--- config.mk ---
export PLATFORM = sky130hd
export DESIGN_NAME = pipe_hazard_ctrl
export DESIGN_NICKNAME = d
export VERILOG_FILES = /design/src/rtl/pipe_ctrl_pkg.sv /design/src/rtl/hazard_fwd_cmp.sv /design/src/rtl/pipe_hazard_ctrl.sv
export SDC_FILE = /design/constraint.sdc
export NUM_CORES = 1
export LEC_CHECK = 0
export ABC_CLOCK_PERIOD_IN_PS = 3700
export BUFFER_PORTS_ARGS = -buffer_cell sky130_fd_sc_hd__buf_2
export CAP_MARGIN = 20
export CELL_PAD_IN_SITES_DETAIL_PLACEMENT = 1
export CELL_PAD_IN_SITES_GLOBAL_PLACEMENT = 2
export CORE_ASPECT_RATIO = 2
export CORE_MARGIN = 1
export CORE_UTILIZATION = 31
export CTS_CLUSTER_DIAMETER = 150
export CTS_CLUSTER_SIZE = 30
export DETAILED_ROUTE_END_ITERATION = 16
export GPL_TIMING_DRIVEN = 0
export PLACE_DENSITY = 0.86
export SLEW_MARGIN = 10
export SYNTH_ARGS = -nofsm -noshare
export SYNTH_HDL_FRONTEND = slang
export SYNTH_SLANG_ARGS = --single-unit
--- constraint.sdc ---
create_clock -name clk -period 3.7 [get_ports clk]
set_clock_uncertainty 0.2 [all_clocks]
set_input_delay 1.11 -clock clk [delete_from_list [all_inputs] [get_ports clk]]
set_output_delay 1.11 -clock clk [all_outputs]
set_load 0.02 [all_outputs]
--- src/rtl/pipe_ctrl_pkg.sv ---
// Shared types for the pipeline hazard controller: FSM states, forward selects
// and the destination-scoreboard entry mirrored from the EX/WB buffers.
package pipe_ctrl_pkg;

    // Widest register index the scoreboard can hold; narrower indices are zero-extended.
    localparam int SB_RD_W = 8;

    typedef enum logic [1:0] {
        RUN            = 2'b00,
        MC_WAIT        = 2'b01,
        MC_ERR_RECOVER = 2'b10
    } ctrl_state_e;

    typedef enum logic [1:0] {
        FWD_RF = 2'b00,
        FWD_EX = 2'b01,
        FWD_WB = 2'b10
    } fwd_sel_e;

    typedef struct packed {
        logic [SB_RD_W-1:0] rd;
        logic               wr;
        logic               ld;
    } sb_entry_t;

    // x0 is hardwired, so it never produces a dependency.
    function automatic logic sb_match(input logic [SB_RD_W-1:0] rd, input logic wr,
                                      input logic [SB_RD_W-1:0] idx);
        return wr && (idx != '0) && (rd == idx);
    endfunction

endpackage

--- src/rtl/hazard_fwd_cmp.sv ---
// Per-operand dependency check against the EX and WB scoreboard entries:
// picks the forward source and flags a load-use hit on the EX entry.
module hazard_fwd_cmp
    import pipe_ctrl_pkg::*;
#(
    parameter int REG_AW = 5
) (
    input  logic [REG_AW-1:0]  src,
    input  logic               used,
    input  sb_entry_t          ex_ent,
    input  logic [SB_RD_W-1:0] wb_rd,
    input  logic               wb_wr,
    output fwd_sel_e           fwd,
    output logic               load_hit
);

    logic [SB_RD_W-1:0] idx;
    logic               ex_hit;
    logic               wb_hit;

    assign idx      = SB_RD_W'(src);
    assign ex_hit   = used && sb_match(ex_ent.rd, ex_ent.wr, idx);
    assign wb_hit   = used && sb_match(wb_rd, wb_wr, idx);
    assign load_hit = ex_hit && ex_ent.ld;

    // The younger EX result wins over WB.
    always_comb begin
        fwd = FWD_RF;
        if (ex_hit) begin
            fwd = FWD_EX;
        end else if (wb_hit) begin
            fwd = FWD_WB;
        end
    end

endmodule

--- src/rtl/pipe_hazard_ctrl.sv ---
// Stall/flush/forward controller with EX/WB destination scoreboard and a
// multi-cycle EX sequencer guarded by a timeout watchdog.
module pipe_hazard_ctrl
    import pipe_ctrl_pkg::*;
#(
    parameter int REG_AW     = 5,
    parameter int MC_TIMEOUT = 64,
    parameter int CNT_W      = $clog2(MC_TIMEOUT + 1)
) (
    input  logic              clk,
    input  logic              rst,
    input  logic [REG_AW-1:0] id_rs1,
    input  logic [REG_AW-1:0] id_rs2,
    input  logic              id_rs1_used,
    input  logic              id_rs2_used,
    input  logic [REG_AW-1:0] id_rd,
    input  logic              id_reg_wr,
    input  logic              id_is_load,
    input  logic              id_is_mc,
    input  logic              mc_done,
    input  logic              ex_br_taken,
    output logic              pc_en,
    output logic              ifid_en,
    output logic              ifid_flush,
    output logic              idex_flush,
    output logic              ex_en,
    output logic [1:0]        fwd_a,
    output logic [1:0]        fwd_b,
    output logic              mc_start,
    output logic              mc_err,
    output logic [1:0]        ctrl_state
);

    ctrl_state_e        state_reg, state_next;
    sb_entry_t          ex_reg, ex_next;
    logic [SB_RD_W-1:0] wb_rd_reg;
    logic               wb_wr_reg;
    logic [CNT_W-1:0]   cnt_reg, cnt_next, cnt_inc;
    logic               err_reg, err_next;

    logic [REG_AW-1:0]  src_idx  [2];
    logic               src_used [2];
    fwd_sel_e           src_fwd  [2];
    logic               src_ld   [2];
    logic               load_use;

    logic pc_en_c, ifid_en_c, ifid_flush_c, idex_flush_c, ex_en_c, mc_start_c;

    assign src_idx[0]  = id_rs1;
    assign src_idx[1]  = id_rs2;
    assign src_used[0] = id_rs1_used;
    assign src_used[1] = id_rs2_used;

    for (genvar gi = 0; gi < 2; gi++) begin : g_src
        hazard_fwd_cmp #(.REG_AW(REG_AW)) u_cmp (
            .src      (src_idx[gi]),
            .used     (src_used[gi]),
            .ex_ent   (ex_reg),
            .wb_rd    (wb_rd_reg),
            .wb_wr    (wb_wr_reg),
            .fwd      (src_fwd[gi]),
            .load_hit (src_ld[gi])
        );
    end

    assign load_use = src_ld[0] | src_ld[1];
    assign cnt_inc  = cnt_reg + CNT_W'(1);

    always_comb begin
        state_next   = state_reg;
        cnt_next     = cnt_reg;
        err_next     = err_reg;
        pc_en_c      = 1'b1;
        ifid_en_c    = 1'b1;
        ifid_flush_c = 1'b0;
        idex_flush_c = 1'b0;
        ex_en_c      = 1'b1;
        mc_start_c   = 1'b0;
        case (state_reg)
            RUN: begin
                if (ex_br_taken) begin
                    ifid_flush_c = 1'b1;
                    idex_flush_c = 1'b1;
                end else if (load_use) begin
                    pc_en_c      = 1'b0;
                    ifid_en_c    = 1'b0;
                    idex_flush_c = 1'b1;
                end else if (id_is_mc) begin
                    mc_start_c = 1'b1;
                    cnt_next   = '0;
                    state_next = MC_WAIT;
                end
            end
            MC_WAIT: begin
                pc_en_c   = 1'b0;
                ifid_en_c = 1'b0;
                ex_en_c   = 1'b0;
                cnt_next  = cnt_inc;
                if (mc_done) begin
                    ex_en_c    = 1'b1;
                    state_next = RUN;
                end else if (cnt_inc == CNT_W'(MC_TIMEOUT)) begin
                    err_next   = 1'b1;
                    state_next = MC_ERR_RECOVER;
                end
            end
            MC_ERR_RECOVER: begin
                // Hold fetch/decode while the killed mc op is replaced by a bubble.
                pc_en_c      = 1'b0;
                ifid_en_c    = 1'b0;
                idex_flush_c = 1'b1;
                state_next   = RUN;
            end
            default: state_next = RUN;
        endcase
    end

    always_comb begin
        ex_next    = '0;
        ex_next.rd = SB_RD_W'(id_rd);
        ex_next.wr = id_reg_wr & ~idex_flush_c;
        ex_next.ld = id_is_load & ~idex_flush_c;
    end

    always_ff @(posedge clk or posedge rst) begin
        if (rst) begin
            state_reg <= RUN;
            ex_reg    <= '0;
            wb_rd_reg <= '0;
            wb_wr_reg <= 1'b0;
            cnt_reg   <= '0;
            err_reg   <= 1'b0;
        end else begin
            state_reg <= state_next;
            cnt_reg   <= cnt_next;
            err_reg   <= err_next;
            if (ex_en_c) begin
                ex_reg    <= ex_next;
                wb_rd_reg <= ex_reg.rd;
                wb_wr_reg <= ex_reg.wr;
            end
        end
    end

    // Outputs are forced to their idle values for as long as reset is held.
    assign pc_en      = pc_en_c | rst;
    assign ifid_en    = ifid_en_c | rst;
    assign ex_en      = ex_en_c | rst;
    assign ifid_flush = ifid_flush_c & ~rst;
    assign idex_flush = idex_flush_c & ~rst;
    assign mc_start   = mc_start_c & ~rst;
    assign fwd_a      = rst ? 2'b00 : src_fwd[0];
    assign fwd_b      = rst ? 2'b00 : src_fwd[1];
    assign mc_err     = err_reg;
    assign ctrl_state = state_reg;

endmodule

== Yosys cells after proc, flatten, opt, wreduce, memory -nomap -nowiden ==
Index checks and enable logic that the tools add are counted.
Word-level totals
  input bits: 24
  word-level logic and storage cells: 83
  bits in registers: 23
Operators by class
  mux-type cells: 30
  bitwise logic cells: 11
  eq/ne operators: 11
  reduce and logical (&&, ||, !) cells: 22
  $add $sub $neg: 1
Operators with widths (count)
  2-bit 2-to-1 mux: 11
  7-bit 2-to-1 mux: 3
  5-bit equality test: 4
  8-bit nonzero test: 2
  1-bit logical AND: 14
  7-bit case mux with 2 select lines: 1
  1-bit 2-to-1 mux: 12
  4-bit AND reduction: 2
  7-bit by 1-bit adder with 7-bit output (second input constant): 1
  7-bit equality test (second input constant): 1
  2-bit inequality test (second input constant): 3
  1-bit bitwise AND: 5
  1-bit case mux with 2 select lines: 2
  2-bit case mux with 2 select lines: 1
  3-bit inequality test (second input constant): 1
  1-bit inverter: 3
  1-bit bitwise OR: 3
  3-bit AND reduction: 1
  2-bit by 1-bit equality test with 1-bit output (second input constant): 1
  2-bit equality test (second input constant): 1
  2-bit zero test: 1
  2-bit nonzero test: 1
  2-bit OR reduction: 1

== Logic depth before layout (Yosys ltp) ==
Gate-level depths: netlist of run 1.
  word-level depth: 11
  mapped depth: 7

== Hierarchy ==
Synthesis of run 1 repeated with hierarchy kept, for this count alone.
Unflattened totals
  cells, all modules: 176
  area total of the unflattened synthesis: 1527.7 um2
Modules (own cells, without submodules)
  pipe_hazard_ctrl: cells each 132, times used 1, area an instance 1169.9 um2
  hazard_fwd_cmp: cells each 22, times used 2, area an instance 178.9 um2

== Least setup slack after synthesis of run 1 ==
No wires, ideal clock.
  path type: input to output
  start: input port id_rs2[0]
  end: output port pc_en
  stages on the path: 7
  required time: 2.390 ns
  setup slack: -0.564 ns
  arrival time: 2.954 ns
  path through: or4_4 o21ai_2 nand4b_1 a21oi_1 and3b_1 o21ai_0 buf_4
On the way
  longest elaborated chain between the ends: 10
  elaborated cells between the ends (all ways): 11
  those cells by class: eq/ne: 1; mux: 3; bitwise: 2; reduce/logical: 5
RTL lines
  start: declaration: line pipe_hazard_ctrl.sv:13  | input logic [REG_AW-1:0] id_rs2,
  8-bit nonzero test: line pipe_ctrl_pkg.sv:29  | return wr && (idx != '0) && (rd == idx);
  1-bit logical AND: line pipe_ctrl_pkg.sv:29
  1-bit logical AND *: line pipe_ctrl_pkg.sv:29
  1-bit logical AND *: line hazard_fwd_cmp.sv:22  | assign ex_hit = used && sb_match(ex_ent.rd, ex_ent.wr, idx);
  1-bit logical AND *: line hazard_fwd_cmp.sv:24  | assign load_hit = ex_hit && ex_ent.ld;
  1-bit bitwise OR *: line pipe_hazard_ctrl.sv:66  | assign load_use = src_ld[0] | src_ld[1];
  1-bit 2-to-1 mux * (2 in a row)
  1-bit case mux with 2 select lines *
  1-bit bitwise OR *
  end: declaration: line pipe_hazard_ctrl.sv:22  | output logic pc_en,
Mark *: on every way between the ends. The rest lies on a longest branch, timed or not.

== Worst setup path after layout of run 1 ==
  start: input port id_rs2[2]
  end: output port mc_start
On the way
  longest elaborated chain between the ends: 10
  elaborated cells between the ends (all ways): 11
  those cells by class: eq/ne: 1; mux: 3; bitwise: 2; reduce/logical: 5
RTL lines
  8-bit nonzero test: line pipe_ctrl_pkg.sv:29
  1-bit logical AND: line pipe_ctrl_pkg.sv:29
  1-bit logical AND *: line pipe_ctrl_pkg.sv:29
  1-bit logical AND *: line hazard_fwd_cmp.sv:22
  1-bit logical AND *: line hazard_fwd_cmp.sv:24
  1-bit bitwise OR *: line pipe_hazard_ctrl.sv:66
  1-bit 2-to-1 mux *: line pipe_hazard_ctrl.sv:84  | end else if (load_use) begin
  1-bit 2-to-1 mux *: line pipe_hazard_ctrl.sv:81  | if (ex_br_taken) begin
  1-bit 2-to-1 mux *: line pipe_hazard_ctrl.sv:79  | case (state_reg)
  1-bit bitwise AND *: line pipe_hazard_ctrl.sv:151  | assign mc_start = mc_start_c & ~rst;
  end: declaration: line pipe_hazard_ctrl.sv:29  | output logic mc_start,
Marked as above.

==> run metrics, run 1 <==
Setup violations, final=8; status=finished, violations left; setup TNS=-2.06 ns; syn_nets=approximately 200; starting density of the core=roughly 32%; worst setup margin=-0.402 ns; Core Rows=36; hold path start=mc_err$_DFFE_PP0P_; synth unique cells=between 40 and 50; Synthesis Warnings=0; crit-path cells=buf_8, or4_4, o21ai_4, nand4b_1, a21oi_2, buf_4, nor4b_4, buf_4; met3 usage=between 1 and 1.5%; Pint=607 uW; Port Buf Inserts=36; Final Hold Viols=0; Via Count=1496; share of layout cells above drive strength 1=roughly 35%; Bufs on Longest Clock Path=2; minimum clock period=4.10 ns; Crit path required time=approximately 2.4 ns; routing usage on met1=around 17%; synth top area cells=dfrtp_1 37%, nand2_1 11%, xor2_1 9.0%; dpl hpwl=approximately 3.6 mm; Max-slew headroom=64.5%; cts bufs inserted=3; VDD IR max=about 0.27 mV; I/O Pins=37; clock transition at the registers of the reported paths=0.09 ns; reg2reg setup slack=1.16 ns; Worst Path Arrival=between 2 and 3 ns; Worst-Skew Late Latency=between 0.2 and 0.3 ns; post-layout util=roughly 45%; async set or reset register ratio after synthesis=100%; type of origin of the critical path=primary input; WL/cell=16.5 microns; TritonCTS sink count=23; violated checks=setup timing; largest area contributor in the synthesized netlist=dfrtp_1; CTS tree=done; P_sw=469 uW; Final ANT Viol Nets=0; Nets=about 260; M2 GR Usage=between 30% and 40%; die area=5310 sq um; vias in the first global route=1547; final wirelength=roughly 4.7 mm; slowest cell on the critical path=or4_4; most used cell, CP=buf_4; fmax=0.244 GHz; GR Overflow Total=0; ys flop type=dfrtp_1; hold endpoint=mc_err$_DFFE_PP0P_; RR Startpoint=ex_reg[2]$_DFFE_PP0P_; Power Density=501 nW/um^2; first-pass GRT wire length=7.22 mm; Worst Setup End Kind=output pin; gr usage total=19.0%; fin area=2150 sq um; Mapped Avg Cell Area=roughly 9.0 sq um; DRT iter0 DRCs=17; diode count=0; Leakage=0.00105 uW; clock network power share=15.4%; Die Y-Extent=about 100 microns; switching portion of total power=between 40% and 50%; Syn Inst Count=173; Netlist Area Pre-Place=1550 sq um; die span in x=52.0 microns; placed cell areas=1840 sq um; Slew Viols, Final=0; # Max-Cap Violations=0; critical path class=primary input to output pin; Post-synth EDFFs=0; final worst-path cycle share=111%; max incr delay on CP=around 0.54 ns; vias per cell=5.23; # fillers=557; #FFs+latches synth=23; # DRC=0; Min-Delay Path Depth=1; combinational fraction of design power=44.6%; RePlAce Congestion=roughly 0.76; FF-to-FF End=cnt_reg[6]$_DFFE_PP0P_; RSZ-0062 raised after global routing=yes; Most Used Layer, Global Route=met2; Reg2Reg Depth=9; area delta synth->final=38.3%; Synth top area share=37.1%; crit-path max FO=4; CTS H-tree lvls=1; largest net degree at the start of global routing=28; cell at the root of the clock tree=clkbuf_8; initial antenna violation count=0; Sequential Power Share=between 40% and 50%; First-pass DRT Iterations=4; Hold Crit Class=flip-flop to flip-flop; Core ar.=4820 sq um; register area share after synthesis=37.1%; worst slew pin tran=0.532 ns
logic make-up after synthesis:
family | count (synthesis) | synth area share (%)
XOR/XNOR | 20 | 11.3
AND/OR/NAND/NOR | 87 | 29.7
adder cells (fa/ha/maj) | 4 | 3.22
buffers and inverters | 10 | 2.66
flip-flops | 23 | 37.1
AO/OA/AOI/OAI | 29 | 16.1
layer usage:
metal / share of wire, % / vias to the layer above
li1: - / 719
met5: 0 / -
met3: 1.8 / 11
met2: 63 / 33
met4: 2.8 / 0
met1: 33 / 733
worst max-delay path by stage:
| stage | from | end | slack [ns] | cells after the start |
|---|---|---|---|---|
| 3_3_place_gp | id_rs1[2] | pc_en | -0.55 | 9 |
| 4_1_cts | id_rs1[3] | pc_en | -0.39 | 9 |
| 2_1_floorplan | id_rs2[0] | pc_en | -0.19 | 7 |
| 5_1_grt | id_rs2[3] | pc_en | -0.44 | 9 |
| 3_5_place_dp | id_rs1[2] | pc_en | -0.57 | 9 |
| 6_report | id_rs2[2] | mc_start | -0.40 | 8 |
Yosys cell counts, types with 2 or more instances:
| library cell | n |
|---|---|
| o21ai_0 | 2 |
| nor2_1 | 6 |
| dfrtp_1 | 23 |
| o21ai_1 | 3 |
| nand3_1 | 5 |
| ha_1 | 4 |
| xnor2_1 | 4 |
| nand4_1 | 2 |
| a211o_1 | 3 |
| o21a_1 | 2 |
| nor4b_2 | 2 |
| nor2b_1 | 3 |
| nand4b_1 | 2 |
| and3_1 | 4 |
| o21ai_2 | 3 |
| inv_1 | 5 |
| a21o_1 | 2 |
| nor3_1 | 3 |
| nor4_1 | 5 |
| a21oi_1 | 3 |
| xor2_1 | 16 |
| or4_4 | 2 |
| clkbuf_1 | 4 |
| nand2_1 | 45 |
what timing repair did:
action                                  CTS  global route
gates resized for setup                  19            13
hold endpoints to repair                  0             0
buffers inserted                          9             6
endpoints found under the setup margin    8             8
cloned                                    0             0
hold buffers                              0             0
pin swaps                                11            13
cell usage in the layout, fill, tap and decap left out, types with 2 or more instances in the layout:
cell / n
a211o_1: 3
a21o_1: 2
a21oi_1: 2
and3_1: 4
buf_2: 24
buf_4: 19
buf_6: 6
buf_8: 3
clkbuf_1: 4
clkbuf_8: 3
dfrtp_1: 23
ha_1: 4
inv_1: 5
nand2_1: 45
nand3_1: 5
nand4_1: 2
nand4b_1: 2
nor2_1: 6
nor2b_1: 3
nor3_2: 2
nor4_1: 3
nor4b_2: 2
o21ai_1: 3
o21ai_2: 2
o21ai_4: 2
or4_4: 2
xnor2_1: 4
xor2_1: 15
per-stage QoR:
stage	total power [uW]	hold WS [ns]	std cells	worst slack, ns
global route	1150	0.307	286	-0.438
floorplan	712	0.231	173	-0.193
global placement	852	0.237	266	-0.547
CTS	1060	0.261	279	-0.386
detailed placement	866	0.240	266	-0.568
finish	1080	0.257	286	-0.402
power groups by stage:
| stage | Combinational, uW | Clock [uW] | Sequential, uW |
|---|---|---|---|
| after global routing | 526 | 182 | 441 |
| final | 480 | 166 | 430 |
| after CTS | 458 | 172 | 429 |
| after global placement | 421 | 0 | 431 |
| after detailed placement | 432 | 0 | 434 |
| after floorplan | 310 | 0 | 401 |
worst max-delay path, delay by kind of cell:
kind,cells,cell delay [ns]
AOI/OAI and AO/OA,2,0.25
and+or+nand+nor,3,1.00
buffers and inverters,3,0.43
area by class of cell:
type	count	area (sq um)	share of cell area [%]
Buffer	5	26.3	1.22
Clock buffer	3	41.3	1.92
Clock inverter	1	7.51	0.350
Inverter	5	18.8	0.874
Multi-Input combinational cell	140	1010	47.3
Sequential cell	23	576	26.8
Tap cell	57	71.3	3.32
Timing Repair Buffer	52	392	18.2
Note: power is estimated with default switching activity, not from simulation.
==> run 2: changes to the inputs <==
--- a/config.mk
+++ b/config.mk
@@ -5,19 +5,19 @@
 export SDC_FILE = /design/constraint.sdc
 export NUM_CORES = 1
 export LEC_CHECK = 0
-export ABC_CLOCK_PERIOD_IN_PS = 3700
+export ABC_CLOCK_PERIOD_IN_PS = 3600
 export BUFFER_PORTS_ARGS = -buffer_cell sky130_fd_sc_hd__buf_2
 export CAP_MARGIN = 20
 export CELL_PAD_IN_SITES_DETAIL_PLACEMENT = 1
 export CELL_PAD_IN_SITES_GLOBAL_PLACEMENT = 2
 export CORE_ASPECT_RATIO = 2
 export CORE_MARGIN = 1
-export CORE_UTILIZATION = 31
+export CORE_UTILIZATION = 28
 export CTS_CLUSTER_DIAMETER = 150
 export CTS_CLUSTER_SIZE = 30
 export DETAILED_ROUTE_END_ITERATION = 16
 export GPL_TIMING_DRIVEN = 0
-export PLACE_DENSITY = 0.86
+export PLACE_DENSITY = 0.82
 export SLEW_MARGIN = 10
 export SYNTH_ARGS = -nofsm -noshare
 export SYNTH_HDL_FRONTEND = slang
==> constraint.sdc (replaced) <==
create_clock -name clk -period 3.6 [get_ports clk]
set_clock_uncertainty 0.2 [all_clocks]
set_input_delay 1.08 -clock clk [delete_from_list [all_inputs] [get_ports clk]]
set_output_delay 1.08 -clock clk [all_outputs]
set_load 0.02 [all_outputs]
==> run metrics, run 2 (synthesized netlist as in run 1, its figures left out) <==
most common cell after layout, fill and taps aside=nand2_1 (unchanged); most frequent cells in the layout=45 x nand2_1, 23 x dfrtp_1, 22 x buf_2 (was 45 x nand2_1, 24 x buf_2, 23 x dfrtp_1); worst slew pin tran=0.668 ns (was 0.532 ns); Die Y-Extent=107 microns (was 102 microns); minimum clock period=approximately 4 ns; Worst-Skew Late Latency=0.27 ns (was 0.28 ns); diode count=0 (unchanged); WHS=0.261 ns (was 0.257 ns); CTS tree=done (unchanged); fmax=0.249 GHz; die span in x=54.7 microns (was 52.0 microns); Crit path required time=2.32 ns (was 2.39 ns); starting density of the core=28.9% (was 32.2%); cts bufs inserted=3 (unchanged); Final ANT Viol Nets=0 (unchanged); Slew Viols, Final=0 (unchanged); RePlAce Congestion=0.788 (was 0.758); CTS Hold Bufs=0 (unchanged); Hold Crit Class=flip-flop to flip-flop (unchanged); CTS H-tree lvls=1 (unchanged); critical path class=primary input to output pin (unchanged); Worst Setup End Kind=output pin (unchanged); # Max-Cap Violations=0 (unchanged); first-pass GRT wire length=7.40 mm (was 7.22 mm); dpl hpwl=3.54 mm (was 3.61 mm); WL/cell=16.7 microns (was 16.5 microns); Power Total=1090 uW (was 1080 uW); status=finished, violations left (unchanged); Bufs on Longest Clock Path=2 (unchanged); Worst Path Arrival=2.74 ns (was 2.79 ns); Core ar.=5370 sq um (was 4820 sq um); share of layout cells above drive strength 1=38.8% (was 35.4%); crit-path max FO=3 (was 4); Core Rows=38 (was 36); gr usage total=17.7% (was 19.0%); initial antenna violation count=0 (unchanged); final wirelength=4.88 mm (was 4.73 mm); Nets=261 (was 258); vias in the first global route=1571 (was 1547); Power Density=491 nW/um^2 (was 501 nW/um^2); Setup violations, final=8 (unchanged); I/O Pins=37 (unchanged); area delta synth->final=42.5% (was 38.3%); final worst-path cycle share=112%; DRT iter0 DRCs=32 (was 17); Reg2Reg Depth=8 (was 9); Leakage=0.00106 uW (was 0.00105 uW); Port Buf Inserts=36 (unchanged); GR Overflow Total=0 (unchanged); vias per cell=5.13 (was 5.23); # fillers=647 (was 557); RSZ-0062 raised after global routing=yes (unchanged); First-pass DRT Iterations=4 (unchanged); Via Count=1498 (was 1496); # DRC=0 (unchanged); Max-slew headroom=55.2% (was 64.5%); Final Hold Viols=0 (unchanged); Min-Delay Path Depth=1 (unchanged); TritonCTS sink count=23 (unchanged); cell at the root of the clock tree=clkbuf_8 (unchanged); clock transition at the registers of the reported paths=0.08 ns (was 0.09 ns); type of origin of the critical path=primary input (unchanged); largest net degree at the start of global routing=15 (was 28); worst setup margin=-0.423 ns (was -0.402 ns); VDD IR max=0.225 mV (was 0.267 mV); die area=5870 sq um (was 5310 sq um); violated checks=setup timing (unchanged)
run 2: through the flow:
step | setup slack, ns | utilization, % | area, sq um | setup TNS [ns] | std cells
after floorplan | -0.233 | - | 1580 | -0.806 | 173
after global placement | -0.742 | 34.2 | 1840 | -3.30 | 269
after detailed placement | -0.787 | 34.2 | 1840 | -3.42 | 269
after CTS | -0.464 | 39.0 | 2090 | -2.00 | 286
after global routing | -0.470 | 41.2 | 2210 | -2.38 | 292
final | -0.423 | 41.2 | 2210 | -1.93 | 292
run 2: cell type report:
class	instances	area (sq um)	area share, %
clock buffer	3	41.3	1.87
sequential	23	576	26.0
buffer	5	27.5	1.24
inverter	5	22.5	1.02
multi-input combinational	140	1050	47.6
tap	60	75.1	3.39
timing repair buffer	54	407	18.4
timing repair inverter	1	5.00	0.226
clock inverter	1	5.00	0.226
run 2: timing repair:
item,in CTS,in global routing
pin swaps,15,9
gates cloned,1,0
buffers inserted,12,6
endpoints found under the setup margin,10,9
gates resized for setup,31,18
run 2: layer usage:
| metal | share of wire, % | track usage, % |
|---|---|---|
| met5 | 0 | 0 |
| met1 | 35 | 17.7 |
| met2 | 60 | 34.2 |
| met4 | 2.5 | 7.69 |
| met3 | 1.9 | 0.847 |
run 2: worst max-delay path, stage by stage:
cell and delay, ns:
buf_8 0.10, or4_4 0.53, o21ai_4 0.18, nand4b_1 0.18, a21oi_2 0.09, and3b_2 0.22
o21ai_4 0.14, buf_6 0.12, buf_6 0.10
run 2: report_power, final:
| group | switching (uW) | internal (uW) |
|---|---|---|
| registers | 96.6 | 332 |
| logic | 280 | 214 |
| clock network | 86.4 | 77.4 |
| total | 463 | 623 |
run 2: final timing paths:
kind | start | endpoint | slack (ns)
setup / recovery | id_rs2[1] | pc_en | -0.42
hold / removal | mc_err$_DFFE_PP0P_ | mc_err$_DFFE_PP0P_ | 0.26
setup reg to reg | ex_reg[4]$_DFFE_PP0P_ | cnt_reg[3]$_DFFE_PP0P_ | 1.22
hold reg to reg | mc_err$_DFFE_PP0P_ | mc_err$_DFFE_PP0P_ | 0.26
max in group asynchronous | rst | cnt_reg[1]$_DFFE_PP0P_ | 2.08
min in group asynchronous | rst | wb_wr_reg$_DFFE_PP0P_ | 0.69
==> run 3: changes to the inputs <==
--- a/config.mk
+++ b/config.mk
@@ -6,7 +6,7 @@
 export NUM_CORES = 1
 export LEC_CHECK = 0
 export ABC_CLOCK_PERIOD_IN_PS = 3600
-export BUFFER_PORTS_ARGS = -buffer_cell sky130_fd_sc_hd__buf_2
+export BUFFER_PORTS_ARGS = -buffer_cell sky130_fd_sc_hd__buf_4
 export CAP_MARGIN = 20
 export CELL_PAD_IN_SITES_DETAIL_PLACEMENT = 1
 export CELL_PAD_IN_SITES_GLOBAL_PLACEMENT = 2
==> run metrics, run 3 (synthesized netlist as in run 1, its figures left out) <==
Port Buf Inserts=36 (unchanged); worst slew pin tran=0.506 ns (was 0.668 ns); Final Hold Viols=0 (unchanged); I/O Pins=37 (unchanged); Crit path required time=2.32 ns (about the same); placed cell areas=1960 sq um (was 1840 sq um); worst setup margin=-0.461 ns (was -0.423 ns); CTS H-tree lvls=1 (unchanged); violated checks=setup timing (unchanged); Bufs on Longest Clock Path=2 (unchanged); die area=5870 sq um (unchanged); clock network power share=15.0% (was 15.1%); Worst-Skew Late Latency=0.27 ns (about the same); final worst-path cycle share=113% (was 112%); clock transition at the registers of the reported paths=0.08 ns (about the same); diode count=0 (unchanged); GR Overflow Total=0 (unchanged); RePlAce Congestion=0.756 (was 0.788); vias per cell=5.05 (was 5.13); initial antenna violation count=0 (unchanged); Pint=639 uW (was 623 uW); CTS tree=done (unchanged); WL/cell=16.2 microns (was 16.7 microns); die span in x=54.7 microns (unchanged); CTS Hold Bufs=0 (unchanged); share of layout cells above drive strength 1=37.0% (was 38.8%); Power Density=487 nW/um^2 (was 491 nW/um^2); Via Count=1464 (was 1498); Worst Setup End Kind=output pin (unchanged); First-pass DRT Iterations=4 (unchanged); starting density of the core=28.9% (unchanged); DRT iter0 DRCs=14 (was 32); Final ANT Viol Nets=0 (unchanged); type of origin of the critical path=primary input (unchanged); fin area=2250 sq um (was 2210 sq um); Worst Path Arrival=2.78 ns (was 2.74 ns); most common cell after layout, fill and taps aside=nand2_1 (unchanged); VDD IR max=0.252 mV (was 0.225 mV); area delta synth->final=44.6% (was 42.5%); Slew Viols, Final=0 (unchanged); TritonCTS sink count=23 (unchanged); Core Rows=38 (unchanged); switching portion of total power=41.6% (was 42.6%); Leakage=0.00108 uW (was 0.00106 uW); combinational fraction of design power=46.1% (was 45.5%); Hold Crit Class=flip-flop to flip-flop (unchanged); cts bufs inserted=3 (unchanged); most frequent cells in the layout=45 x nand2_1, 43 x buf_4, 23 x dfrtp_1 (was 45 x nand2_1, 23 x dfrtp_1, 22 x buf_2); # DRC=0 (unchanged); Core ar.=5370 sq um (unchanged); first-pass GRT wire length=7.26 mm (was 7.40 mm); minimum clock period=4.06 ns (was 4.02 ns); cell at the root of the clock tree=clkbuf_8 (unchanged); # Max-Cap Violations=0 (unchanged); RSZ-0062 raised after global routing=yes (unchanged); Power Total=1090 uW (about the same); gr usage total=17.5% (was 17.7%); Die Y-Extent=107 microns (unchanged); Max-slew headroom=66.0% (was 55.2%); dpl hpwl=3.56 mm (was 3.54 mm); critical path class=primary input to output pin (unchanged); status=finished, violations left (unchanged); P_sw=455 uW (was 463 uW); largest net degree at the start of global routing=21 (was 15); crit-path max FO=4 (was 3); vias in the first global route=1513 (was 1571); Nets=259 (was 261); Sequential Power Share=38.9% (was 39.4%); Setup violations, final=8 (unchanged); fmax=0.246 GHz (was 0.249 GHz); final wirelength=4.69 mm (was 4.88 mm)
==> run 3: timing repair <==
| action | 4_1_cts | 5_1_grt |
|---|---|---|
| setup endpoints to repair | 8 | 9 |
| setup buffers | 12 | 6 |
| pin swaps | 8 | 6 |
| resized for setup | 24 | 4 |
| cloned | 0 | 0 |
==> run 3: per-stage QoR <==
| stage | TNS (ns) | hold WS (ns) | util, % | setup WS (ns) | instances |
|---|---|---|---|---|---|
| after floorplan | -0.806 | 0.231 | - | -0.233 | 173 |
| after global placement | -3.25 | 0.247 | 35.9 | -0.752 | 269 |
| final | -2.13 | 0.263 | 41.8 | -0.461 | 290 |
| after global routing | -2.61 | 0.287 | 41.8 | -0.528 | 290 |
| after detailed placement | -2.94 | 0.250 | 36.4 | -0.720 | 270 |
| after CTS | -1.99 | 0.270 | 41.1 | -0.421 | 286 |
==> run 3: worst paths after layout <==
| kind | start | endpoint | slack (ns) | cells past startpoint |
|---|---|---|---|---|
| worst min-delay path | wb_wr_reg$_DFFE_PP0P_ | wb_wr_reg$_DFFE_PP0P_ | 0.26 | 2 |
| worst min register to register | wb_wr_reg$_DFFE_PP0P_ | wb_wr_reg$_DFFE_PP0P_ | 0.26 | 2 |
| worst max-delay path | id_rs2[0] | pc_en | -0.46 | 9 |
| max in group asynchronous | rst | cnt_reg[6]$_DFFE_PP0P_ | 2.11 | 3 |
| worst max register to register | ex_reg[4]$_DFFE_PP0P_ | cnt_reg[6]$_DFFE_PP0P_ | 1.04 | 9 |
| min in group asynchronous | rst | ctrl_state[0]$_DFFE_PP0P_ | 0.65 | 2 |
==> run 3: power groups by stage <==
stage	clock network (uW)	registers [uW]	logic [uW]
2_1_floorplan	0	413	319
3_3_place_gp	0	429	453
3_5_place_dp	0	431	465
4_1_cts	169	427	506
5_1_grt	180	442	557
6_report	164	426	504
==> run 3: area by class of cell <==
type,instances,area [sq um]
Buffer,5,27.5
Clock buffer,4,45.0
Fill cell,625,3130
Inverter,5,18.8
Multi-Input combinational cell,140,1040
Sequential cell,23,576
Tap cell,60,75.1
Timing Repair Buffer,53,459
==> run 3: metal layers <==
metal	global-route usage (%)	part of all wire, %	wire length [microns]
met3	1.27	2.0	92
met4	6.04	1.6	75
met2	33.8	60	2810
met1	17.7	36	1710
met5	0	0	0
==> run 3: critical path, cell delays in order <==
cell and delay [ns]:
buf_8 0.10, or4_4 0.56, o21ai_4 0.16, nand4b_1 0.17
a21oi_2 0.10, and3b_2 0.23, o21ai_4 0.16, buf_6 0.12
buf_6 0.10
